--- src/rtl/lcd_power_sequencer.sv ---
// lcd_power_sequencer: LCD panel power-up/down sequencer; define LCD_BL_PWM_EN for PWM backlight with brightness input
module lcd_power_sequencer #(
    parameter int CNT_W     = 24,
    parameter int T_VDD     = 1000,
    parameter int T_BL      = 5000,
    parameter int N_FRAMES  = 3,
    parameter int T_OFF     = 10000,
    parameter int FRAME_TMO = 2000000
`ifdef LCD_BL_PWM_EN
    ,
    parameter int PWM_W     = 8
`endif
) (
    input  logic             clock,
    input  logic             reset,
    input  logic             power_on_req,
    input  logic             frame_start,
`ifdef LCD_BL_PWM_EN
    input  logic [PWM_W-1:0] brightness,
`endif
    output logic             panel_vdd_en,
    output logic             timing_en,
    output logic             disp_on,
    output logic             backlight_en,
    output logic             ready,
    output logic             busy,
    output logic             fault
);
    typedef enum logic [3:0] {
        OFF, VDD_UP, TIM_UP, DISP_UP, ON, BL_DN, DISP_DN, VDD_DN, OFF_HOLD
    } state_t;
    localparam logic [CNT_W-1:0] VDD_L  = CNT_W'((T_VDD     == 0 ? 1 : T_VDD)     - 1);
    localparam logic [CNT_W-1:0] BL_L   = CNT_W'((T_BL      == 0 ? 1 : T_BL)      - 1);
    localparam logic [CNT_W-1:0] OFF_L  = CNT_W'((T_OFF     == 0 ? 1 : T_OFF)     - 1);
    localparam logic [CNT_W-1:0] TMO_L  = CNT_W'((FRAME_TMO == 0 ? 1 : FRAME_TMO) - 1);
    localparam logic [CNT_W-1:0] FRM_L  = CNT_W'((N_FRAMES  == 0 ? 1 : N_FRAMES)  - 1);
    state_t           state_q, state_d;
    logic [CNT_W-1:0] cnt_q, cnt_d, frm_q, frm_d;
    logic             fault_q, fault_d;
    logic             on_lvl;
    always_comb begin
        state_d = state_q;
        cnt_d   = cnt_q + CNT_W'(~&cnt_q);
        frm_d   = frm_q;
        fault_d = fault_q;
        case (state_q)
            OFF: if (power_on_req) begin
                state_d = VDD_UP;
                fault_d = 1'b0;
            end
            VDD_UP:   state_d = !power_on_req ? VDD_DN : (cnt_q == VDD_L ? TIM_UP : VDD_UP);
            DISP_UP:  state_d = !power_on_req ? DISP_DN : (cnt_q == BL_L ? ON : DISP_UP);
            ON:       state_d = !power_on_req ? BL_DN : ON;
            BL_DN:    state_d = cnt_q == BL_L ? DISP_DN : BL_DN;
            VDD_DN:   state_d = cnt_q == VDD_L ? OFF_HOLD : VDD_DN;
            OFF_HOLD: state_d = cnt_q == OFF_L ? OFF : OFF_HOLD;
            TIM_UP, DISP_DN: begin
                // frame counting with watchdog; an abort in TIM_UP wins over a same-cycle exit
                if (state_q == TIM_UP && !power_on_req)
                    state_d = VDD_DN;
                else if (frame_start) begin
                    cnt_d = '0;
                    frm_d = frm_q + CNT_W'(~&frm_q);
                    if (frm_q >= FRM_L)
                        state_d = state_q == TIM_UP ? DISP_UP : VDD_DN;
                end else if (cnt_q == TMO_L) begin
                    fault_d = 1'b1;
                    state_d = VDD_DN;
                end
            end
            default: state_d = OFF;
        endcase
        if (state_d != state_q) begin
            cnt_d = '0;
            frm_d = '0;
        end
    end
    always_ff @(posedge clock) begin
        if (reset) begin
            state_q <= OFF;
            cnt_q   <= '0;
            frm_q   <= '0;
            fault_q <= 1'b0;
        end else begin
            state_q <= state_d;
            cnt_q   <= cnt_d;
            frm_q   <= frm_d;
            fault_q <= fault_d;
        end
    end
    assign panel_vdd_en = state_q != OFF && state_q != OFF_HOLD;
    assign timing_en    = state_q inside {TIM_UP, DISP_UP, ON, BL_DN, DISP_DN};
    assign disp_on      = state_q inside {DISP_UP, ON, BL_DN};
    assign ready        = state_q == ON;
    assign busy         = state_q != OFF && state_q != ON;
    assign fault        = fault_q;
    assign on_lvl       = state_q == ON;
`ifdef LCD_BL_PWM_EN
    logic [PWM_W-1:0] p_q, p_d;
    assign p_d = p_q + 1'b1;
    always_ff @(posedge clock) begin
        if (reset)
            p_q <= '0;
        else
            p_q <= p_d;
    end
    assign backlight_en = on_lvl && (p_q < brightness);
`else
    assign backlight_en = on_lvl;
`endif
endmodule
--- config.mk ---
export PLATFORM = sky130hd
export DESIGN_NAME = lcd_power_sequencer
export DESIGN_NICKNAME = d
export VERILOG_FILES = /design/src/rtl/lcd_power_sequencer.sv
export SDC_FILE = /design/constraint.sdc
export NUM_CORES = 1
export LEC_CHECK = 0
export BUFFER_PORTS_ARGS = -buffer_cell sky130_fd_sc_hd__buf_4
export CORE_MARGIN = 4
export CORE_UTILIZATION = 65
export CTS_BUF_LIST = sky130_fd_sc_hd__clkbuf_4
export DETAILED_ROUTE_END_ITERATION = 7
export GPL_TIMING_DRIVEN = 0
export HOLD_SLACK_MARGIN = 0.03
export PLACE_DENSITY = 0.84
export SYNTH_ARGS = -nofsm -noshare
export SYNTH_HDL_FRONTEND = slang
export SYNTH_SLANG_ARGS = --single-unit
export TNS_END_PERCENT = 30
--- constraint.sdc ---
create_clock -name clock -period 5.2 [get_ports clock]
set_input_delay 0.52 -clock clock [delete_from_list [all_inputs] [get_ports clock]]
set_output_delay 0.52 -clock clock [all_outputs]
set_load 0.03 [all_outputs]
Word-level counts from Yosys, hierarchy flattened
Cells that the tools add are included.
- register bits after elaboration: 53
- input bits: 4
- output and inout bits: 7
- word-level logic and storage cells: 67
- add/subtract/negate cells: 2
- $lt $le $gt $ge: 1
- equal/unequal tests: 19
- muxes and demuxes: 23
- bitwise logic cells: 1
- reductions and logical operators: 17
- operators by type and width (operator ; number):
    $mux W24 ; 3
    $add A24 B1 Y24 ; 2
    $reduce_and A24 Y1 ; 2
    $pmux W4 S8 ; 1
    $mux W4 ; 7
    $eq A24 B10 Y1 const B ; 1
    $eq A24 B13 Y1 const B ; 1
    $eq A24 B14 Y1 const B ; 1
    $eq A24 B21 Y1 const B ; 1
    $ge A24 B2 Y1 const B ; 1
    $eq A4 B3 Y1 const B ; 4
    $mux W3 ; 4
    $eq A4 B2 Y1 const B ; 2
    $ne A2 B2 Y1 const B ; 4
    $mux W1 ; 5
    $reduce_and A5 Y1 ; 1
    $reduce_bool A5 Y1 ; 1
    $eq A4 B1 Y1 const B ; 1
    $eq A4 B4 Y1 const B ; 1
    $logic_not A4 Y1 ; 1
    $mux W2 ; 2
    $ne A4 B3 Y1 const B ; 1
    $ne A4 B4 Y1 ; 1
    $ne A4 B4 Y1 const B ; 1
    other kinds (9) ; 14

Depth between registers and ports, before layout
- depth after elaboration: 8
- depth in mapped cells: 12
- depth with buffers taken out: 12

Worst setup path before layout
No wires, ideal clock.
- kind: register -> register
- start point: reg cnt_q[17]
- end point: reg cnt_q[10]
- setup time: 0.092 ns
- arrival: 2.400 ns
- required time: 5.108 ns
- slack: 2.709 ns
- cell stages (with the launch flop): 12
- buffers on the path: 0
- clock period less this slack: 2.491 ns
- cell sequence: dfxtp_1 > and4_1 > nand4_1 > or4_1 > ha_1 > ha_1 > nand3_1 > nor2_1 > and4_1 > xor2_1 > nand2_1 > nor4_1
- longest elaborated chain between the ends: 7
- elaborated cells between the ends (all ways): 23
- classes of those cells: add/sub (1); eq/ne (5); mux (14); reduce/logical (3)
- ends and longest elaborated chain (element ; line ; source):
    start: declaration ; 38 ; logic [CNT_W-1:0] cnt_q, cnt_d, frm_q, frm_d;
    start signal: assignment ; 86 ; cnt_q <= cnt_d;
    parallel branches: the longest is 7 deep, another holds $add A24 B1 Y24 ; - ;
Several ways; the timed one is not identified.
A chain may end at the register's enable or synchronous reset.

Worst setup path in the final report
- start point: reg cnt_q[6]
- end point: reg cnt_q[20]
The elaborated chain is that of the path after synthesis.

==> results.yml <==
global_route:
  grt_pass1_vias: 2898
  track_usage_pct: 27.1
  grt_max_degree: 18
  grt_pass1_wl_um: 13500
  grt-ovfl-total: 0
  antenna_found_initial: 0
clocking:
  htreeDepth: 2
  clkSlewWorstSetupHoldPaths_ns: 0.15
  insertion_delay_ns: 0.40
  cts_tree: "done"
  numCtsBuffers: 5
  root_buffer: "clkbuf_4"
  clk_path_buf_depth: 2
  cts-resized-gates: 0
  cts_setup_buffers: 0
  cts_hold_buffers: 0
  clock-sinks: 53
die:
  die_area_um2: 6130
  fp.dieW_um: 78.3
  io_pins: 11
  start_util_pct: 67.5
  core_um2: 4750
  die_y_um: 78.3
  row_count: 25
pwr:
  power_density_nw_per_um2: 279
  ir_worst_vdd_uv: 207
  leakagePower_nw: 1.10
setup_path:
  cp-end-kind: "flop"
  worstRegToRegCells: 12
  start_kind: "flop"
  criticalPathCategory: "reg2reg"
  crit_chain: "nand4_1 > inv_1 > nand3_1 > or4_1 > ha_1 > ha_1 > nand3_1 > nor4_1 > nand3_1 > xnor2_1 > nand2_1 > nor4_1"
  cp_max_fo: 6
  arrival_ns: 3.25
  slowest_stage: "nor4_1"
  slowest_delay_ns: 0.68
  required_ns: 5.51
  crit_path_frequent_cell: "nand3_1"
outcome:
  outcome: "complete, no violations"
yosys:
  synth_cell_type_count: 50
  syn_area_per_cell_um2: 7.79
  syn_inst: 412
  synth_edf_count: 0
  synth.top_cells.by_area: "dfxtp_1, nor4_1, xnor2_1"
  netlist.area_leader.share_pct: 33.0
  yosys_warnings: 0
  synth_area_um2: 3210
  ys.flop_type: "dfxtp_1"
  synth_seq_cells: 53
  synth_fp_nets: 420
  synthTopCellsByCount: "nor4_1, nand2_1, dfxtp_1"
  synthArstFlopShare_pct: 0
  synth_most_common_cell: "nor4_1"
  synth_area_leader_cell: "dfxtp_1"
  seq_area_frac_synth_pct: 33.0
worst_hold_path:
  hold_path_class: "in2reg"
  min_path_cells: 2
finish:
  fin_util_pct: 72.4
  fin_nets: 436
  fillers: 395
  num_antenna_cells: 0
  synthToLayoutAreaGrowth_pct: 7.25
  layout-drive-gt1-share_pct: 10.7
  multiInputGateArea_um2: 1930
  stdcell_count: 496
  seqCellArea_um2: 1060
timing:
  rsz0062_at_grt: "no"
  clock_skew_ns: 0.0136
  fin_tns_setup_ns: 0
  finalSetupViolations: 0
  finalHoldViolCount: 0
  worst_pin_slew_ns: 0.806
  fmax_mhz: 339
  drv_slew: 0
  period_share_pct: 56.6
  min_period_ns: 2.95
  relSlewSlack_pct: 45.8
  holdWs_ns: 0.301
routing:
  wl_per_cell_um: 15.7
  drtPass1Iterations: 4
  first_iter_violations: 301
  routed_wl_um: 7810
  routed_via_density: 6.45
  postRouteAntennaNets: 0
  drc_errors: 0
  num_vias: 3198
placed_design:
  hpwl_um: 5500
  dp_cells: 488
  port_buffers: 9
  gp_congestion: 0.889
run:
  cap_violations: 0
cell families after synthesis:
| logic type | count (synthesis) | synth area share, % |
|---|---|---|
| simple gates | 226 | 37.9 |
| flops | 53 | 33.0 |
| buf+inv | 46 | 6.90 |
| xor+xnor | 44 | 12.0 |
| compound gates | 38 | 8.26 |
| fa+ha+maj | 4 | 1.56 |
| mux | 1 | 0.312 |
critical path, delay by kind of cell (launching register included):
kind	cells	cell delay (ns)
DFF	1	0.40
xor gates and xnor gates	1	0.20
adders and majority gates	2	0.38
and+or+nand+nor	8	1.79
buffers and inverters	1	0.07
state kept, by name (all words and copies together), names as in the netlist:
name	flops
state_q	4
frm_q	24
cnt_q	24
fault	1
worst paths after layout:
path / to / startpoint / slack [ns]
max: cnt_q[20] / cnt_q[6] / 2.25
min: state_q[1] / reset / 0.30
max reg2reg: cnt_q[20] / cnt_q[6] / 2.25
min reg2reg: frm_q[0] / frm_q[0] / 0.52
layout make-up:
type / count / area share, %
inverters: 13 / 1.42
flip-flops and latches: 53 / 30.8
clock inverters: 3 / 1.27
plain buffers: 33 / 5.01
clock buffers: 5 / 1.09
repair buffers: 9 / 1.96
well taps: 67 / 2.43
multi-input cells: 313 / 56.0
metrics by stage:
stage	setup slack [ns]	total power [mW]	cell area [um2]
CTS	2.25	0.955	3440
finish	2.25	0.959	3440
detailed placement	2.28	0.721	3360
global placement	2.42	0.717	3360
floorplan	2.71	0.640	3210
global route	1.88	1.00	3440
layout by cell type, fill, tap and decap left out, types with 3 or more instances in the layout:
cell type / netlist / layout
a21oi_1: 8 / 8
and3_1: 3 / 3
and4_1: 3 / 3
buf_2: 15 / 15
buf_4: 4 / 13
clkbuf_1: 12 / 12
clkbuf_4: 0 / 5
dfxtp_1: 53 / 53
ha_1: 4 / 4
inv_1: 13 / 13
nand2_1: 55 / 55
nand3_1: 20 / 20
nand4_1: 15 / 15
nor2_1: 28 / 28
nor3_1: 13 / 13
nor4_1: 70 / 70
nor4_2: 3 / 3
o21ai_0: 6 / 6
o31ai_1: 4 / 4
xnor2_1: 32 / 32
xor2_1: 12 / 12
routing by layer:
metal	share of wire (%)	vias up	GRT usage, %
met4	2.2	0	9.44
li1	-	1556	-
met5	0	-	0
met1	46	1477	38.3
met2	44	142	41.5
met3	8.2	23	5.05
report_power, final:
group	switching [mW]	total [mW]	internal, mW
Sequential	0.00698	0.422	0.415
Combinational	0.205	0.297	0.0922
Clock	0.139	0.241	0.102
Note: power is estimated with default switching activity, not from simulation.
